[config.mk]
export PLATFORM = sky130hd
export DESIGN_NAME = emu_time_scheduler
export DESIGN_NICKNAME = d
export VERILOG_FILES = /design/src/rtl/emu_time_scheduler.sv
export SDC_FILE = /design/constraint.sdc
export NUM_CORES = 1
export LEC_CHECK = 0
export ABC_AREA = 0
export ABC_CLOCK_PERIOD_IN_PS = 4200
export BUFFER_PORTS_ARGS = -buffer_cell sky130_fd_sc_hd__buf_4
export CAP_MARGIN = 5
export CORE_MARGIN = 4
export CORE_UTILIZATION = 50
export CTS_CLUSTER_DIAMETER = 100
export DETAILED_ROUTE_END_ITERATION = 7
export MAX_ROUTING_LAYER = met4
export PLACE_DENSITY = 0.75
export SKIP_CTS_REPAIR_TIMING = 1
export SLEW_MARGIN = 20
export SYNTH_ARGS = -nofsm -noshare
export SYNTH_HDL_FRONTEND = slang
export SYNTH_SLANG_ARGS = --single-unit
[constraint.sdc]
create_clock -name emu_clk -period 4.2 [get_ports emu_clk]
set_input_delay 0.63 -clock emu_clk [delete_from_list [all_inputs] [get_ports emu_clk]]
set_output_delay 0.63 -clock emu_clk [all_outputs]
set_load 0.01 [all_outputs]
[src/rtl/emu_time_scheduler.sv]
// Emulation time scheduler: captures per-oscillator step requests, scans for the
// smallest one lane per cycle, then commits it as the global timestep.
`ifndef DT_WIDTH
`define DT_WIDTH 8
`endif

module emu_time_scheduler #(
    parameter int unsigned         N_CLK      = 2,
    parameter int unsigned         DT_WIDTH   = `DT_WIDTH,
    parameter int unsigned         TIME_WIDTH = 39,
    parameter logic [DT_WIDTH-1:0] DT_MAX     = '1
) (
    input  logic                        emu_clk,
    input  logic                        emu_rst_n,
    input  logic                        emu_stall,
    input  logic [N_CLK*DT_WIDTH-1:0]   dt_req,
    output logic [DT_WIDTH-1:0]         emu_dt,
    output logic                        step_valid,
    output logic [N_CLK-1:0]            clk_en,
    output logic [TIME_WIDTH-1:0]       emu_time
);

    localparam int unsigned IDX_W = (N_CLK > 1) ? $clog2(N_CLK) : 1;
    localparam logic [IDX_W-1:0] LAST_IDX = IDX_W'(N_CLK - 1);

    typedef enum logic [1:0] {
        LOAD,
        SCAN,
        COMMIT
    } state_t;

    state_t              state;
    logic [DT_WIDTH-1:0] dt_cap [N_CLK];
    logic [DT_WIDTH-1:0] min_q;
    logic [IDX_W-1:0]    idx_q;

    logic [DT_WIDTH-1:0] lane_cur;
    logic [DT_WIDTH-1:0] min_nxt;
    logic [N_CLK-1:0]    en_nxt;

    function automatic logic [DT_WIDTH-1:0] clamp(input logic [DT_WIDTH-1:0] v);
        return (v > DT_MAX) ? DT_MAX : v;
    endfunction

    // min_nxt already folds in the lane being scanned, so the last SCAN edge
    // can commit the final minimum and its enables in the same cycle.
    always_comb begin
        lane_cur = dt_cap[idx_q];
        min_nxt  = (lane_cur < min_q) ? lane_cur : min_q;
        en_nxt   = '0;
        for (int unsigned i = 0; i < N_CLK; i++) begin
            en_nxt[i] = (dt_cap[i] == min_nxt);
        end
    end

    always_ff @(posedge emu_clk or negedge emu_rst_n) begin
        if (!emu_rst_n) begin
            state      <= LOAD;
            min_q      <= '0;
            idx_q      <= '0;
            emu_dt     <= '0;
            step_valid <= 1'b0;
            clk_en     <= '0;
            emu_time   <= '0;
            for (int unsigned i = 0; i < N_CLK; i++) begin
                dt_cap[i] <= '0;
            end
        end else begin
            case (state)
                LOAD: begin
                    if (!emu_stall) begin
                        for (int unsigned i = 0; i < N_CLK; i++) begin
                            dt_cap[i] <= clamp(dt_req[i*DT_WIDTH +: DT_WIDTH]);
                        end
                        min_q <= DT_MAX;
                        idx_q <= '0;
                        state <= SCAN;
                    end
                end
                SCAN: begin
                    min_q <= min_nxt;
                    if (idx_q == LAST_IDX) begin
                        emu_dt     <= min_nxt;
                        clk_en     <= en_nxt;
                        emu_time   <= emu_time + TIME_WIDTH'(min_nxt);
                        step_valid <= 1'b1;
                        state      <= COMMIT;
                    end else begin
                        idx_q <= idx_q + 1'b1;
                    end
                end
                COMMIT: begin
                    step_valid <= 1'b0;
                    clk_en     <= '0;
                    state      <= LOAD;
                end
                default: state <= LOAD;
            endcase
        end
    end

endmodule

# Word level (Yosys, flattened, before mapping)
# Index checks and enable logic that the tools add are counted.
# W data, S select, Z words.
# word_totals
register_bits	77
in_bits	19
output_inout_bits	50
word_cells	49
# classes
add_sub_neg	2
n_lt_le_gt_ge	4
n_eq_ne	6
n_mux	18
n_bitwise	2
n_reduce_logical	8
# op_table
operator	count
$mux W8	7
$add A39 B8 Y39	1
$eq A8 B8 Y1	2
$gt A8 B8 Y1 const B	2
$pmux W8 S2	1
$reduce_and A2 Y1	5
$lt A8 B8 Y1	1
$pmux W2 S2	2
$mux W2	3
$ne A2 B2 Y1 const B	2
$pmux W1 S2	2
$reduce_bool A2 Y1	2
$mux W1	3
$eq A2 B1 Y1 const B	1
$eq A2 B2 Y1 const B	1
$ge A2 B2 Y1 const B	1
$logic_not A2 Y1	1
$not A1 Y2	1
$add A1 B1 Y1 const B	1
$not A1 Y1	1

# Depth between registers and ports, before layout
# Gate-level depths: netlist of the first run.
# logic_depth
depth_word	9
depth_mapped	23
depth_no_buf	19

# Worst setup path before layout of the first run
# No wires, ideal clock.
# synth_path
kind	flip-flop to flip-flop
startpoint	reg idx_q
endpoint	reg emu_time[34]
setup_ns	0.125
arrival_time_ns	4.457
t_required_ns	4.075
path_slack_ns	-0.382
path_stages_with_launch	23
n_path_buf	5
period_less_slack_ns	4.582
cell_sequence	dfrtp_1 > buf_6 > clkbuf_1 > mux2_2 > ha_1 > a21oi_1 > o21ai_0 > nor3_2 > buf_6 > buf_2 > o21ai_0 > inv_1 > ha_1 > inv_1 > fa_1 > nor2b_1 > o21ai_0 > a21boi_0 > o21ai_0 > a211oi_1 > buf_2 > nand3_1 > xnor2_1
# synth_between
elab_chain_len	7
word_cells_on_any_way	8
classes_between	1 x add/sub; 1 x order compare; 4 x mux; 1 x bitwise; 1 x reduce/logical
# synth_rtl
item	line_no	rtl
start, declared	35	logic [IDX_W-1:0] idx_q;
start signal, assigned	89	idx_q <= idx_q + 1'b1;
$not A1 Y2 (not written as such) (*)	48	lane_cur = dt_cap[idx_q];
$mux W8 (not written as such) (*) (3 in series)	48	
$lt A8 B8 Y1	49	min_nxt = (lane_cur < min_q) ? lane_cur : min_q;
$mux W8 (*)	49	
net min_nxt[0]	38	logic [DT_WIDTH-1:0] min_nxt;
$add A39 B8 Y39 (*)	85	emu_time <= emu_time + TIME_WIDTH'(min_nxt);
end signal, assigned	85	
end, declared	20	output logic [TIME_WIDTH-1:0] emu_time
# The timed path passes the listed nets; every way through them passes the cells marked *. The select of a mux whose other input is x is not followed.
# A chain may end at the register's enable or synchronous reset.

# Final worst setup path of the first run
# layout_path
startpoint	reg idx_q
endpoint	reg emu_time[17]
# The elaborated chain is that of the path after synthesis.

==> results of run 1 <==
-- Yosys cell counts, types with 9 or more instances --
library cell and number:
inv_1 29, ha_1 16, xor2_1 11, a21oi_1 17, nand2_1 44, dfrtp_1 77, xnor2_1 33, nand4_1 9
mux2_2 19, o21ai_0 33, nor2_1 15, nand3_1 14
-- power groups by stage --
stage | Clock [mW] | Sequential (mW) | Combinational [mW]
floorplan | 0 | 1.22 | 1.79
global placement | 0 | 1.23 | 2.57
detailed placement | 0 | 1.24 | 2.65
CTS | 0.559 | 1.23 | 2.66
global route | 0.592 | 1.27 | 3.17
finish | 0.546 | 1.23 | 2.88
-- state kept, by name, indices dropped and copies added (netlist names) --
register and count:
emu_time 39, dt_cap 16, emu_dt 8, min_q 8, clk_en 2, state 2
idx_q 1, step_valid 1
-- final cells by class --
| class | instances | share of cell area [%] |
|---|---|---|
| Timing Repair Buffer | 101 | 15.2 |
| Sequential cell | 77 | 36.9 |
| Clock buffer | 9 | 2.37 |
| Multi-Input combinational cell | 278 | 39.8 |
| Inverter | 29 | 2.08 |
| Clock inverter | 6 | 1.20 |
| Tap cell | 102 | 2.44 |
-- through the flow --
stage	cells	TNS [ns]	power, mW	hold WS (ns)
after floorplan	396	-0.0208	3.01	0.334
after global placement	577	0	3.80	0.463
after detailed placement	577	0	3.89	0.468
after CTS	592	-0.0340	4.45	0.466
after global routing	602	-0.814	5.03	0.484
final	602	0	4.66	0.394
-- logic make-up after synthesis --
group	count (synthesis)	synth area share, %
XOR/XNOR	44	9.47
AND/OR/NAND/NOR	111	13.4
buffers and inverters	41	4.24
adder cells (fa/ha/maj)	17	5.41
flip-flops	77	47.4
AO/OA/AOI/OAI	78	11.9
multiplexers	28	8.18
-- per-layer routing --
layer | global-route usage, % | up-vias | wire length [µm]
met5 | - | - | 0
met4 | 7.25 | 0 | 182
li1 | - | 1579 | -
met2 | 31.4 | 79 | 4560
met3 | 3.86 | 17 | 398
met1 | 29.2 | 1580 | 4560
-- path summary, 6_finish.rpt --
check	slack [ns]	endpoint	cells after the start
setup / recovery	0.11	emu_time[17]	18
hold / removal	0.39	dt_cap[0]	1
setup reg to reg	0.11	emu_time[17]	18
hold reg to reg	0.48	emu_time[38]	1
max in group asynchronous	3.14	emu_time[4]	1
min in group emu_clk	0.48	emu_time[38]	1
-- critical path: cells and delay by family (launching register included) --
kind                       cells  cell delay, ns
adders and majority gates      2            0.60
AOI/OAI and AO/OA              7            1.59
xor gates and xnor gates       1            0.13
muxes                          1            0.24
DFF                            1            0.41
buffers and inverters          4            0.54
and+or+nand+nor                3            0.48
==> results.sh, run 1 <==
export IMPL_status="complete, no violations"
export IMPL_grt_pass1_wl_um=16100
export IMPL_synth_cells=396
export IMPL_fin_area_mm2=0.00523
export IMPL_skew_ns=0.0183
export IMPL_comb_power_share_pct=61.8
export IMPL_die_area_mm2=0.00964
export IMPL_period_share_pct=97.3
export IMPL_synthTopCellsByArea="dfrtp_1 (47%), xnor2_1 (7.1%), mux2_2 (5.3%), ha_1 (4.9%), nand2_1 (4.1%)"
export IMPL_core_area_mm2=0.00781
export IMPL_synth_largest_area_cell="dfrtp_1"
export IMPL_syn_area_mm2=0.00407
export IMPL_initial_core_util_pct=52.1
export IMPL_gp_congestion=0.909
export IMPL_drt_iter0_drc=186
export IMPL_ys_seq_area_share_pct=47.4
export IMPL_synth_flop_cell="dfrtp_1"
export IMPL_cts_sinks=77
export IMPL_post_route_drc_count=0
export IMPL_peakVddDrop_mv=0.410
export IMPL_power_switching_mw=1.99
export IMPL_clkTransAtPathRegs_ns=0.09
export IMPL_cts_max_level=3
export IMPL_grt_max_degree=78
export IMPL_seq_area_mm2=0.00193
export IMPL_postLayoutCoreUtil_pct=67.0
export IMPL_cp_max_fo=8
export IMPL_finalWirelength_um=9700
export IMPL_cpPeakStageDelay_ns=0.44
export IMPL_slew_headroom_pct=36.0
export IMPL_clk_latency_ns=0.35
export IMPL_crit_type="flip-flop to flip-flop"
export IMPL_synth_edff_count=0
export IMPL_vias=3255
export IMPL_fillCellCount=621
export IMPL_drive_gt1_share_pct=31.8
export IMPL_final_nets=532
export IMPL_ys_ff_latch=77
export IMPL_worst_slack_ns=0.114
export IMPL_max_cap_viol_count=0
export IMPL_antenna_found_initial=0
export IMPL_preCtsSetupSlack_ns=0.00758
export IMPL_worst_slew_pin_slew_ns=0.961
export IMPL_async_flop_share_pct=100
export IMPL_maxSlewViolCount=0
export IMPL_vias_per_cell=5.41
export IMPL_pwr_share_clk_pct=11.7
export IMPL_syn_to_final_growth_pct=28.5
export IMPL_startpoint_type="flip-flop"
export IMPL_synth_nets=432
export IMPL_crit_arrival_ns=4.36
export IMPL_n_antenna_cell=0
export IMPL_crit_path_end_kind="flip-flop"
export IMPL_ant_nets=0
export IMPL_multi_input_area_mm2=0.00208
export IMPL_swShare_pct=42.7
export IMPL_num_rows=32
export IMPL_cts_tree="built"
export IMPL_required_ns=4.48
export IMPL_mostFrequentLayoutCells="buf_4 (97), dfrtp_1 (77), nand2_1 (44)"
export IMPL_leakage_nw=2.51
export IMPL_die_h_um=98.2
export IMPL_final_common_cell="buf_4"
export IMPL_numCtsBuffers=9
export IMPL_grt_overflow_total=0
export IMPL_clock_root_buffer="clkbuf_8"
export IMPL_worstHoldPathType="primary input to asynchronous set/reset pin"
export IMPL_grt_pass1_vias=3296
export IMPL_wl_per_cell_um=16.1
export IMPL_clockBufferDepth=2
export IMPL_syn_area_per_cell_um2=10.3
export IMPL_firstDrtPassIters=4
export IMPL_ios=69
export IMPL_yosys_warnings=0
export IMPL_place_area_mm2=0.00487
export IMPL_critPathLaunch="idx_q"
export IMPL_cellPowerDensity_mw_per_mm2=891
export IMPL_synth_cell_types=48
export IMPL_fmax_mhz=245
export IMPL_io_buffers=68
export IMPL_netlist_area_leader_share_pct=47.4
export IMPL_die_x_um=98.2
export IMPL_final_hold_viol_count=0
export IMPL_period_needed_ns=4.09
export IMPL_grt_util_all_layers_pct=21.1
export IMPL_cp_slowest_cell="a2111oi_4"
export IMPL_internal_power_mw=2.67
export IMPL_hpwlAfterDp_um=7070
export IMPL_crit_chain="buf_12 > o21ai_0 > ha_1 > a21oi_1 > o21ai_0 > nor3_2 > buf_6 > mux2i_4 > inv_1 > ha_1 > a21o_1 > a21o_1 > a2111oi_4 > o31ai_2 > and4_4 > buf_4 > nand3_1 > xnor2_1"
export IMPL_r2r_start="idx_q"
export IMPL_setup_viol=0
export IMPL_pwr_share_seq_pct=26.5
No activity file was read; power rests on OpenSTA's default activity.
==> run 2, diff against run 1 <==
- GPL_TIMING_DRIVEN: not set -> 0
==> run 2 against run 1 <==
The run now ends with negative setup slack left; sequential share of layout area shrank 1.5 points; wire length up 3.9%; power grew 4.4%; register-to-register slack lost 0.31 ns; worst setup slack worse by 0.31 ns; design area is 4.3% higher; count of clock-buffer cells in the layout is the same; global-route usage down 0.27 points; core utilization up 2.9 points; highest routed layer unchanged.
==> results.sh, run 2 (same netlist as run 1, synthesis figures left out) <==
export IMPL_reg_top3="emu_time (39), dt_cap (16)"
export IMPL_multi_input_area_mm2=0.00225
export IMPL_required_ns=4.48
export IMPL_cp_max_fo=8
export IMPL_slew_headroom_pct=36.9
export IMPL_maxSlewViolCount=0
export IMPL_max_cap_viol_count=0
export IMPL_finalWirelength_um=10100
export IMPL_post_route_drc_count=0
export IMPL_peakVddDrop_mv=0.414
export IMPL_clkTransAtPathRegs_ns=0.09
export IMPL_cts_sinks=77
export IMPL_rsz0062_at_grt="yes"
export IMPL_maxUsedRoutingLayer="met4"
export IMPL_wl_per_cell_um=16.6
export IMPL_die_h_um=98.2
export IMPL_largest_reg_flops=39
export IMPL_crit_type="flip-flop to flip-flop"
export IMPL_status="finished, violations left"
export IMPL_final_hold_viol_count=0
export IMPL_cellPowerDensity_mw_per_mm2=892
export IMPL_grt_pass1_wl_um=15800
export IMPL_fmax_mhz=227
export IMPL_n_antenna_cell=0
export IMPL_r2r_start="idx_q"
export IMPL_regMostFlops="emu_time"
export IMPL_ant_nets=0
export IMPL_drt_iter0_drc=155
export IMPL_cts_max_level=3
export IMPL_skew_ns=0.00967
export IMPL_ios=69
export IMPL_syn_to_final_growth_pct=34.1
export IMPL_startpoint_type="flip-flop"
export IMPL_hpwlAfterDp_um=6780
export IMPL_core_area_mm2=0.00781
export IMPL_seq_area_mm2=0.00193
export IMPL_wl_met1_um=4580
export IMPL_cts_tree="built"
export IMPL_num_rows=32
export IMPL_fillCellCount=564
export IMPL_die_x_um=98.2
export IMPL_violations="negative setup slack"
export IMPL_grt_pass1_vias=3285
export IMPL_period_share_pct=105
export IMPL_wl_met2_um=4890
export IMPL_clockBufferDepth=2
export IMPL_leakage_nw=2.62
export IMPL_io_buffers=68
export IMPL_gp_congestion=0.888
export IMPL_vias=3318
export IMPL_final_nets=538
export IMPL_clk_latency_ns=0.35
export IMPL_worst_slew_pin_slew_ns=0.946
export IMPL_numCtsBuffers=9
export IMPL_worst_slack_ns=-0.197
export IMPL_crit_path_end_kind="flip-flop"
export IMPL_grt_util_all_layers_pct=20.8
export IMPL_setup_viol=27
export IMPL_crit_arrival_ns=4.67
export IMPL_initial_core_util_pct=52.1
export IMPL_grt_overflow_total=0
export IMPL_vias_per_cell=5.45
export IMPL_worstHoldPathType="primary input to asynchronous set/reset pin"
export IMPL_grt_max_degree=78
export IMPL_hold_ws_ns=0.398
export IMPL_die_area_mm2=0.00964
export IMPL_firstDrtPassIters=4
export IMPL_final_common_cell="buf_4"
export IMPL_route_met3_wl_um=448
export IMPL_clock_root_buffer="clkbuf_8"
export IMPL_critPathLaunch="idx_q"
export IMPL_antenna_found_initial=0
export IMPL_period_needed_ns=4.40
export IMPL_mostFrequentLayoutCells="buf_4 (91), dfrtp_1 (77), nand2_1 (39)"
export IMPL_drive_gt1_share_pct=35.7
export IMPL_preCtsSetupSlack_ns=-0.699
run 2: cell count changes in the layout (fill, tap and decap cells not counted), moves of 3 or more:
cell      delta
buf_4        -6
nand2_4      +5
xnor2_2      +4
xnor2_1      -4
nand3_2      +6
clkbuf_1     +6
nand2_1      -5
buf_8        +3
nand3_1      -7
run 2: report_power, final:
| group | total, mW | internal (mW) | switching [mW] | leakage [nW] |
|---|---|---|---|---|
| Combinational | 3.09 | 1.51 | 1.58 | 1.55 |
| Clock | 0.525 | 0.222 | 0.303 | 0.0906 |
| Sequential | 1.25 | 0.976 | 0.270 | 0.972 |
run 2: cell type report:
class	count	share of cell area (%)
plain buffers	12	2.18
clock buffers	9	2.27
clock inverters	7	1.03
inverters	29	2.00
multi-input cells	278	41.2
flip-flops and latches	77	35.3
well taps	102	2.34
repair buffers	95	13.6
run 2: per-layer routing:
metal	global-route usage (%)	up-vias
met4	7.04	0
met2	32.5	83
met1	27.1	1631
li1	-	1589
met5	-	-
met3	4.64	15
run 2: final timing paths:
check | cells past startpoint | slack, ns | to
setup / recovery | 20 | -0.20 | emu_time[21]
hold / removal | 1 | 0.40 | dt_cap[0]
setup reg to reg | 20 | -0.20 | emu_time[21]
hold reg to reg | 2 | 0.49 | emu_dt[6]
max in group asynchronous | 1 | 3.16 | emu_dt[5]
min in group emu_clk | 3 | 0.49 | dt_cap[8]
run 2: worst max-delay path: stages, from the launching register on:
cell and delay [ns]:
dfrtp_1 0.38, buf_6 0.14, buf_8 0.13, mux2_4 0.33, ha_4 0.28, nand4_1 0.14, a311oi_2 0.36, nor3_4 0.11
buf_12 0.15, buf_12 0.13, mux2i_4 0.20, inv_1 0.08, ha_1 0.30, a21o_1 0.16, a21o_1 0.20, a2111oi_4 0.45
o31ai_4 0.14, and4_4 0.23, clkbuf_16 0.18, nand2_1 0.08, xnor2_1 0.12
run 2: through the flow:
step | power, mW | utilization, % | cells | TNS [ns] | area (µm²)
after global placement | 3.58 | 61.0 | 566 | -12.68 | 4760
after global routing | 5.23 | 69.9 | 609 | -8.67 | 5450
final | 4.86 | 69.9 | 609 | -3.10 | 5450
after CTS | 4.19 | 63.3 | 582 | -16.67 | 4940
after detailed placement | 3.66 | 61.0 | 566 | -15.45 | 4760
after floorplan | 3.01 | - | 396 | -0.0208 | 4120
==> run 3, diff against run 2 <==
- CORE_ASPECT_RATIO: not set -> 1.4
- GPL_TIMING_DRIVEN: 0 -> not set
==> run 3 against run 2 <==
The run now ends clean; register-to-register slack better by 0.33 ns; power is 1.2% lower; combinational power is 3% lower; largest power group unchanged.
==> results.sh, run 3 (same netlist as run 1, synthesis figures left out) <==
export IMPL_final_hold_viol_count=0
export IMPL_numCtsBuffers=9
export IMPL_setup_viol=0
export IMPL_worstHoldPathType="primary input to asynchronous set/reset pin"
export IMPL_core_area_mm2=0.00785
export IMPL_final_nets=538
export IMPL_die_area_mm2=0.00966
export IMPL_mostFrequentLayoutCells="buf_4 (102), dfrtp_1 (76), nand2_1 (43)"
export IMPL_n_antenna_cell=0
export IMPL_crit_arrival_ns=4.35
export IMPL_fin_setup_tns_ns=0
export IMPL_regMostFlops="emu_time"
export IMPL_clk_latency_ns=0.36
export IMPL_vias=3252
export IMPL_pwr_share_clk_pct=11.9
export IMPL_grt_max_degree=78
export IMPL_grt_overflow_total=0
export IMPL_cp_max_fo=7
export IMPL_reg_top3="emu_time (39), dt_cap (16)"
export IMPL_grt_pass1_wl_um=15700
export IMPL_io_buffers=68
export IMPL_final_common_cell="buf_4"
export IMPL_required_ns=4.48
export IMPL_period_share_pct=96.8
export IMPL_gp_congestion=0.889
export IMPL_fillCellCount=633
export IMPL_place_area_mm2=0.00484
export IMPL_wl_per_cell_um=16.3
export IMPL_maxSlewViolCount=0
export IMPL_grt_pass1_vias=3253
export IMPL_drt_iter0_drc=118
export IMPL_crit_type="flip-flop to flip-flop"
export IMPL_startpoint_type="flip-flop"
export IMPL_comb_power_share_pct=62.3
export IMPL_cellPowerDensity_mw_per_mm2=907
export IMPL_vias_per_cell=5.36
export IMPL_cts_tree="built"
export IMPL_crit_path_end_kind="flip-flop"
export IMPL_initial_core_util_pct=51.9
export IMPL_pwr_share_seq_pct=25.8
export IMPL_cts_max_level=3
export IMPL_post_route_drc_count=0
export IMPL_cts_sinks=77
export IMPL_postLayoutCoreUtil_pct=67.5
export IMPL_clockBufferDepth=2
export IMPL_largest_reg_flops=39
export IMPL_die_h_um=115
export IMPL_firstDrtPassIters=4
export IMPL_syn_to_final_growth_pct=30.2
export IMPL_ios=69
export IMPL_grt_util_all_layers_pct=21.3
export IMPL_fmax_mhz=246
export IMPL_power_switching_mw=2.06
export IMPL_antenna_found_initial=0
export IMPL_internal_power_mw=2.75
export IMPL_worst_slew_pin_slew_ns=0.965
export IMPL_ff2ff_setup_slack_ns=0.13
export IMPL_fin_area_mm2=0.00530
export IMPL_clock_root_buffer="clkbuf_8"
export IMPL_peakVddDrop_mv=0.665
export IMPL_period_needed_ns=4.07
export IMPL_leakage_nw=2.53
export IMPL_finalWirelength_um=9900
export IMPL_drive_gt1_share_pct=34.5
export IMPL_skew_ns=0.00940
export IMPL_status="complete, no violations"
export IMPL_ant_nets=0
export IMPL_worst_slack_ns=0.134
export IMPL_num_rows=38
export IMPL_rsz0062_at_grt="yes"
export IMPL_slew_headroom_pct=35.7
export IMPL_max_cap_viol_count=0
export IMPL_hpwlAfterDp_um=7030
export IMPL_die_x_um=84.2
export IMPL_preCtsSetupSlack_ns=-0.125
export IMPL_swShare_pct=42.8
export IMPL_clkTransAtPathRegs_ns=0.08
==> run 3: cell types whose count changed in the layout (fill, tap and decap cells not counted), moves of 3 or more <==
cell / before / now
buf_8: 3 / 0
buf_4: 91 / 102
xnor2_2: 4 / 0
nand2_4: 5 / 0
nand3_1: 7 / 10
xnor2_1: 29 / 33
nand2_1: 39 / 43
clkbuf_1: 6 / 0
==> run 3: worst paths after layout <==
kind | from | to | cells after the start
worst max register to register | idx_q | emu_time[14] | 21
max in group asynchronous | emu_rst_n | idx_q | 1
min in group emu_clk | dt_req[0] | dt_cap[8] | 3
worst max-delay path | idx_q | emu_time[14] | 21
worst min register to register | emu_time[38] | emu_time[38] | 1
worst min-delay path | emu_rst_n | emu_time[31] | 1
==> run 3: power by group through the flow <==
stage	registers (mW)	logic (mW)	clock network, mW
after floorplan	1.22	1.79	0
after global placement	1.23	2.56	0
after detailed placement	1.24	2.63	0
after CTS	1.23	2.65	0.585
after global routing	1.28	3.30	0.623
final	1.24	2.99	0.570
==> run 3: per-layer routing <==
metal	vias up	track usage (%)	share of wire (%)
li1	1598	-	-
met1	1555	24.0	40
met2	72	35.6	54
met3	27	4.25	3.2
met4	0	11.2	3.1
met5	-	-	0
==> run 3: area by class of cell <==
| cell class | instances | area, µm² | area share, % |
|---|---|---|---|
| clock buffers | 10 | 138 | 2.60 |
| clock inverters | 6 | 61.3 | 1.16 |
| inverters | 29 | 109 | 2.06 |
| multi-input cells | 279 | 2120 | 40.1 |
| flip-flops and latches | 77 | 1930 | 36.4 |
| well taps | 100 | 125 | 2.36 |
| repair buffers | 106 | 811 | 15.3 |
==> run 3: stage by stage <==
stage          std cells  total power [mW]  hold slack, ns
3_5_place_dp         574              3.87           0.470
3_3_place_gp         574              3.80           0.466
4_1_cts              590              4.46           0.457
2_1_floorplan        396              3.01           0.334
6_report             607              4.80           0.420
5_1_grt              607              5.20           0.463
==> run 3: critical path, cell delays in order, from the launching register on <==
cell      delay (ns)
dfrtp_2         0.46
buf_6           0.15
mux2_4          0.32
ha_4            0.27
nand4_1         0.13
a311oi_2        0.29
nor3_2          0.07
buf_4           0.18
nand2_2         0.07
o21ai_2         0.07
inv_1           0.07
ha_2            0.18
inv_2           0.05
fa_2            0.37
nor2b_2         0.13
o21ai_2         0.07
a21boi_2        0.19
o21ai_2         0.10
a211oi_2        0.34
buf_4           0.24
nand3_2         0.09
xnor2_1         0.18
